### src/rtl/store_buffer.sv
// Store buffer between the CPU load/store path and datamemory.
// Stores are queued FIFO and drained one per cycle whenever no load owns the
// shared memory port. Loads see the youngest buffered store to the same word.

// Per-entry address comparator used by load forwarding.
module store_buffer_match #(
    parameter int ADDR_W = 32
) (
    input  logic              vld,
    input  logic [ADDR_W-1:0] addr,
    input  logic [ADDR_W-1:0] ld_addr,
    output logic              hit
);
    assign hit = vld && (addr == ld_addr);
endmodule

module store_buffer #(
    parameter int DEPTH  = 4,
    parameter int ADDR_W = 32,
    parameter int DATA_W = 32
) (
    input  logic                       clk,
    input  logic                       reset,
    input  logic                       st_valid,
    output logic                       st_ready,
    input  logic [ADDR_W-1:0]          st_addr,
    input  logic [DATA_W-1:0]          st_data,
    input  logic                       ld_valid,
    input  logic [ADDR_W-1:0]          ld_addr,
    output logic [DATA_W-1:0]          ld_data,
    output logic                       mem_regWE,
    output logic [ADDR_W-1:0]          mem_Addr,
    output logic [DATA_W-1:0]          mem_DataIn,
    input  logic [DATA_W-1:0]          mem_DataOut,
    output logic [$clog2(DEPTH+1)-1:0] count,
    output logic                       empty,
    output logic                       full
);
    localparam int PTR_W = $clog2(DEPTH);
    localparam int CNT_W = $clog2(DEPTH+1);

    typedef struct packed {
        logic [ADDR_W-1:0] addr;
        logic [DATA_W-1:0] data;
    } sb_entry_t;

    sb_entry_t [DEPTH-1:0] ent;
    logic      [DEPTH-1:0] vld;
    logic      [DEPTH-1:0] hit;
    logic      [PTR_W-1:0] head, tail;
    logic                  push, pop;
    logic                  fwd_hit;
    logic      [DATA_W-1:0] fwd_data;
    logic      [PTR_W-1:0] idx;

    assign full     = (count == CNT_W'(DEPTH));
    assign empty    = (count == '0);
    // No pass-through: a full buffer refuses even if it drains this cycle.
    assign st_ready = !full && !reset;
    assign push     = st_valid && st_ready;
    // Loads own the port; the head drains only on cycles without a load.
    assign pop      = !ld_valid && !empty;

    assign mem_regWE  = pop;
    assign mem_Addr   = pop ? ent[head].addr : ld_addr;
    assign mem_DataIn = empty ? '0 : ent[head].data;

    // Queue storage, pointers and occupancy; pointers wrap on power-of-2 depth.
    always_ff @(posedge clk or posedge reset) begin
        if (reset) begin
            ent   <= '0;
            vld   <= '0;
            head  <= '0;
            tail  <= '0;
            count <= '0;
        end else begin
            if (push) begin
                ent[tail].addr <= st_addr;
                ent[tail].data <= st_data;
                vld[tail]      <= 1'b1;
                tail           <= tail + PTR_W'(1);
            end
            if (pop) begin
                vld[head] <= 1'b0;
                head      <= head + PTR_W'(1);
            end
            case ({push, pop})
                2'b10:   count <= count + CNT_W'(1);
                2'b01:   count <= count - CNT_W'(1);
                default: ;
            endcase
        end
    end

    genvar gi;
    generate
        for (gi = 0; gi < DEPTH; gi++) begin : g_match
            store_buffer_match #(.ADDR_W(ADDR_W)) u_match (
                .vld     (vld[gi]),
                .addr    (ent[gi].addr),
                .ld_addr (ld_addr),
                .hit     (hit[gi])
            );
        end
    endgenerate

    // Walk entries oldest to youngest so the last hit (youngest) wins.
    always_comb begin
        fwd_hit  = 1'b0;
        fwd_data = '0;
        idx      = '0;
        for (int k = 0; k < DEPTH; k++) begin
            idx = head + PTR_W'(k);
            if (hit[idx]) begin
                fwd_hit  = 1'b1;
                fwd_data = ent[idx].data;
            end
        end
    end

    assign ld_data = fwd_hit ? fwd_data : mem_DataOut;

endmodule

### config.mk
export PLATFORM = sky130hd
export DESIGN_NAME = store_buffer
export DESIGN_NICKNAME = d
export VERILOG_FILES = /design/src/rtl/store_buffer.sv
export SDC_FILE = /design/constraint.sdc
export NUM_CORES = 1
export LEC_CHECK = 0
export CELL_PAD_IN_SITES_DETAIL_PLACEMENT = 0
export CELL_PAD_IN_SITES_GLOBAL_PLACEMENT = 1
export CORE_UTILIZATION = 25
export CTS_CLUSTER_DIAMETER = 50
export DETAILED_ROUTE_END_ITERATION = 8
export HOLD_SLACK_MARGIN = 0.12
export PLACE_DENSITY = 0.58
export RECOVER_POWER = 25
export SLEW_MARGIN = 20
export SYNTH_ARGS = -nofsm -noshare
export SYNTH_HDL_FRONTEND = slang
export SYNTH_HIERARCHICAL = 1
export SYNTH_SLANG_ARGS = --single-unit
export TNS_END_PERCENT = 10
### constraint.sdc
create_clock -name clk -period 13.7 [get_ports clk]
set_clock_uncertainty 0.15 [all_clocks]
set_input_delay 4.11 -clock clk [delete_from_list [all_inputs] [get_ports clk]]
set_output_delay 4.11 -clock clk [all_outputs]
set_load 0.03 [all_outputs]
==> impl_metrics.yaml <==
job:
  drv_cap: 5
cells_and_area:
  drive_gt1_share_pct: 36.4
  nNetsFinal: 1661
  fin_util_pct: 32.5
  regArea_mm2: 0.00669
  num_antenna_cells: 0
  final_area_mm2: 0.0224
  areaGrowthSynthToFinish_pct: 27.9
  fillers: 6847
  multiInputGateArea_mm2: 0.0102
drt:
  route.met2.wl_um: 26300
  initialDrtViolationCount: 798
  met3_length_um: 3400
  vias_per_cell: 4.96
  wl_um: 55300
  vias: 12300
  m1WireLength_um: 24200
  highest_layer: "met5"
  dr.pass1.iters: 4
  ant_nets: 0
  drc: 0
  wl_per_cell_um: 22.2
min_path:
  hold_path_class: "flip-flop to flip-flop"
  hold_depth: 1
logic_synthesis:
  postSynthAreaPerCell_um2: 13.3
  synth_compound_area_share_pct: 5.28
  ys_dominant_reg_cell: "dfrtp_1"
  synth-simple-area-share_pct: 5.71
  ys_ff_latch: 267
  yosys_warnings: 6
  synth_fp_nets: 1453
  netlist_area_mm2: 0.0175
  synth_top_family_by_area: "multiplexers"
  async_reset_ff_share_pct: 100
  synthAdderAreaFrac_pct: 0.759
  synth_edf_count: 0
  yosysSeqAreaShare_pct: 38.2
  synth_cell_types: 39
  synthMuxAreaShare_pct: 40.0
  syn_inst: 1311
  synth-xor-area-share_pct: 6.67
grt:
  grt_pass1_vias: 13200
  grt.overflow.total: 0
  grt_pass1_wl_um: 84800
  grt_usage_pct: 15.7
  grt_max_degree: 141
  antenna_found_initial: 8
worst_setup_path:
  arrival_ns: 8.84
  critPathCaptureType: "primary output"
  start_kind: "input pin"
  reg2regPathDepth: 6
  path_max_fanout: 45
  worst-setup-path-type: "input pin to primary output"
  cp.required_ns: 9.44
clock_tree:
  postCtsSetupBuffers: 0
  root_buffer: "clkbuf_16"
  cts_hold_buf: 0
  cts_tree: "done"
  htreeDepth: 2
  cts.reportedPaths.clkPinSlew_ns: 0.05
  numClockSinks: 267
  clk_latency_ns: 0.58
  clk_path_buf_depth: 3
  cts_resized: 0
  cts_buffers: 48
status:
  outcome: "finished with violations"
  violations: "capacitance limit, slew limit"
power_and_ir_drop:
  power_density_mw_per_mm2: 259
  design_power_total_mw: 5.79
  ir_drop_mv: 0.155
  power.leakage_nw: 8.81
place:
  port_buffers: 234
  dp_hpwl_um: 36200
  dpl_cell_area_mm2: 0.0207
  gp_congestion: 0.786
sta:
  fmax_mhz: 76.3
  slew_headroom_pct: -289
  finalSetupTns_ns: 0
  holdWs_ns: 0.384
  drv_slew: 242
  post-route-min-period_ns: 13.10
  finalCritPeriodShare_pct: 95.6
  finalHoldViolCount: 0
  worst_pin_slew_ns: 5.80
  grt_setup_unrepaired: "false"
  setup_violations: 0
die:
  io_pins: 235
  rows: 96
  core_area_mm2: 0.0688
  die_h_um: 266
  die_x_um: 266
  initial_core_util_pct: 25.4
  die_area_mm2: 0.0710
## metrics by stage
step,worst slack [ns],cells
floorplan,2.09,1311
global placement,0.737,2399
detailed placement,0.629,2400
CTS,0.630,2487
global route,0.402,2487
finish,0.602,2487
## synthesized netlist by cell type, drive strengths merged (17+ instances only)
master / count / share of area (%)
o211ai: 17 / 0.99
mux2i: 63 / 3.6
buf: 68 / 2.5
nor2b: 47 / 1.7
dfrtp: 267 / 38
mux2: 308 / 20
nor2: 50 / 1.1
a31oi: 17 / 0.61
nor4: 28 / 1.0
mux4: 127 / 16
nand2: 19 / 0.44
clkbuf: 31 / 0.67
xor2: 126 / 6.3
nand2b: 18 / 0.64
## layout by cell type (no fill, tap or decap), types with 5 or more instances in the layout
master | netlist | layout
a31oi_1 | 17 | 17
mux2i_1 | 63 | 62
clkbuf_8 | 0 | 5
nor2_1 | 50 | 50
clkbuf_16 | 0 | 49
ha_1 | 9 | 8
mux2_2 | 288 | 288
o32ai_1 | 15 | 15
clkinv_2 | 0 | 6
nor4_1 | 28 | 28
a32oi_1 | 15 | 15
a221o_1 | 5 | 5
buf_4 | 12 | 18
mux2_1 | 11 | 11
o211ai_1 | 8 | 8
nand3_1 | 8 | 8
dfrtp_1 | 267 | 265
o221a_2 | 15 | 15
a21oi_1 | 8 | 8
a211oi_1 | 15 | 15
clkdlybuf4s50_1 | 0 | 232
mux4_2 | 127 | 127
nand2_1 | 17 | 18
inv_1 | 8 | 7
xor2_1 | 126 | 126
bufinv_16 | 0 | 5
nand2b_1 | 18 | 18
o211ai_2 | 9 | 9
mux2_4 | 9 | 9
inv_6 | 0 | 8
nor2b_1 | 47 | 47
xnor2_1 | 7 | 7
## worst paths after layout
path                          endpoint         from  slack, ns
max                        ld_data[25]  ld_addr[22]       0.60
min                           ent[255]     ent[255]       0.38
max reg2reg                    ent[79]     count[0]       9.47
min reg2reg                   ent[255]     ent[255]       0.38
max in group asynchronous      head[1]        reset       4.88
min in group asynchronous      ent[63]        reset       5.71
## layer usage
metal | GRT usage [%] | up-vias
li1 | - | 5445
met1 | 20.0 | 6476
met2 | 26.1 | 312
met3 | 4.09 | 81
met4 | 4.57 | 14
met5 | 0 | -
## cell type report
cell class | count | share of cell area, %
clock buffers | 56 | 5.83
clock inverters | 31 | 1.61
inverters | 9 | 0.157
multi-input cells | 936 | 45.8
flip-flops and latches | 267 | 29.9
well taps | 931 | 5.21
repair buffers | 257 | 11.5
## worst max-delay path, cell delays in order
cell             delay (ns)
clkdlybuf4s50_1        0.55
xor2_1                 0.22
nor4_1                 0.64
nand4_1                0.31
nor3_4                 0.38
buf_4                  0.36
mux2i_1                0.11
mux2_2                 0.48
buf_4                  0.40
o221a_2                0.24
o32ai_1                0.25
clkdlybuf4s50_1        0.76
## report_power, final
group | leakage [nW] | internal [mW] | total [mW] | switching (mW)
Combinational | 4.77 | 1.61 | 2.90 | 1.29
Clock | 0.814 | 0.784 | 1.24 | 0.452
Sequential | 3.22 | 1.19 | 1.66 | 0.473
Total | 8.81 | 3.58 | 5.79 | 2.21
## flip-flops by register name (all words and copies together), names as in the netlist
name and flops:
ent 256, vld 4, count 3, head 2, tail 2
## logic make-up (layout without fill, tap and decap cells)
logic type | after synthesis | in the layout
flip-flops | 267 | 267
AO/OA/AOI/OAI | 109 | 109
buffers and inverters | 108 | 353
multiplexers | 498 | 498
AND/OR/NAND/NOR | 186 | 186
adder cells (fa/ha/maj) | 10 | 10
XOR/XNOR | 133 | 133
(Power assumes the default switching activity.)
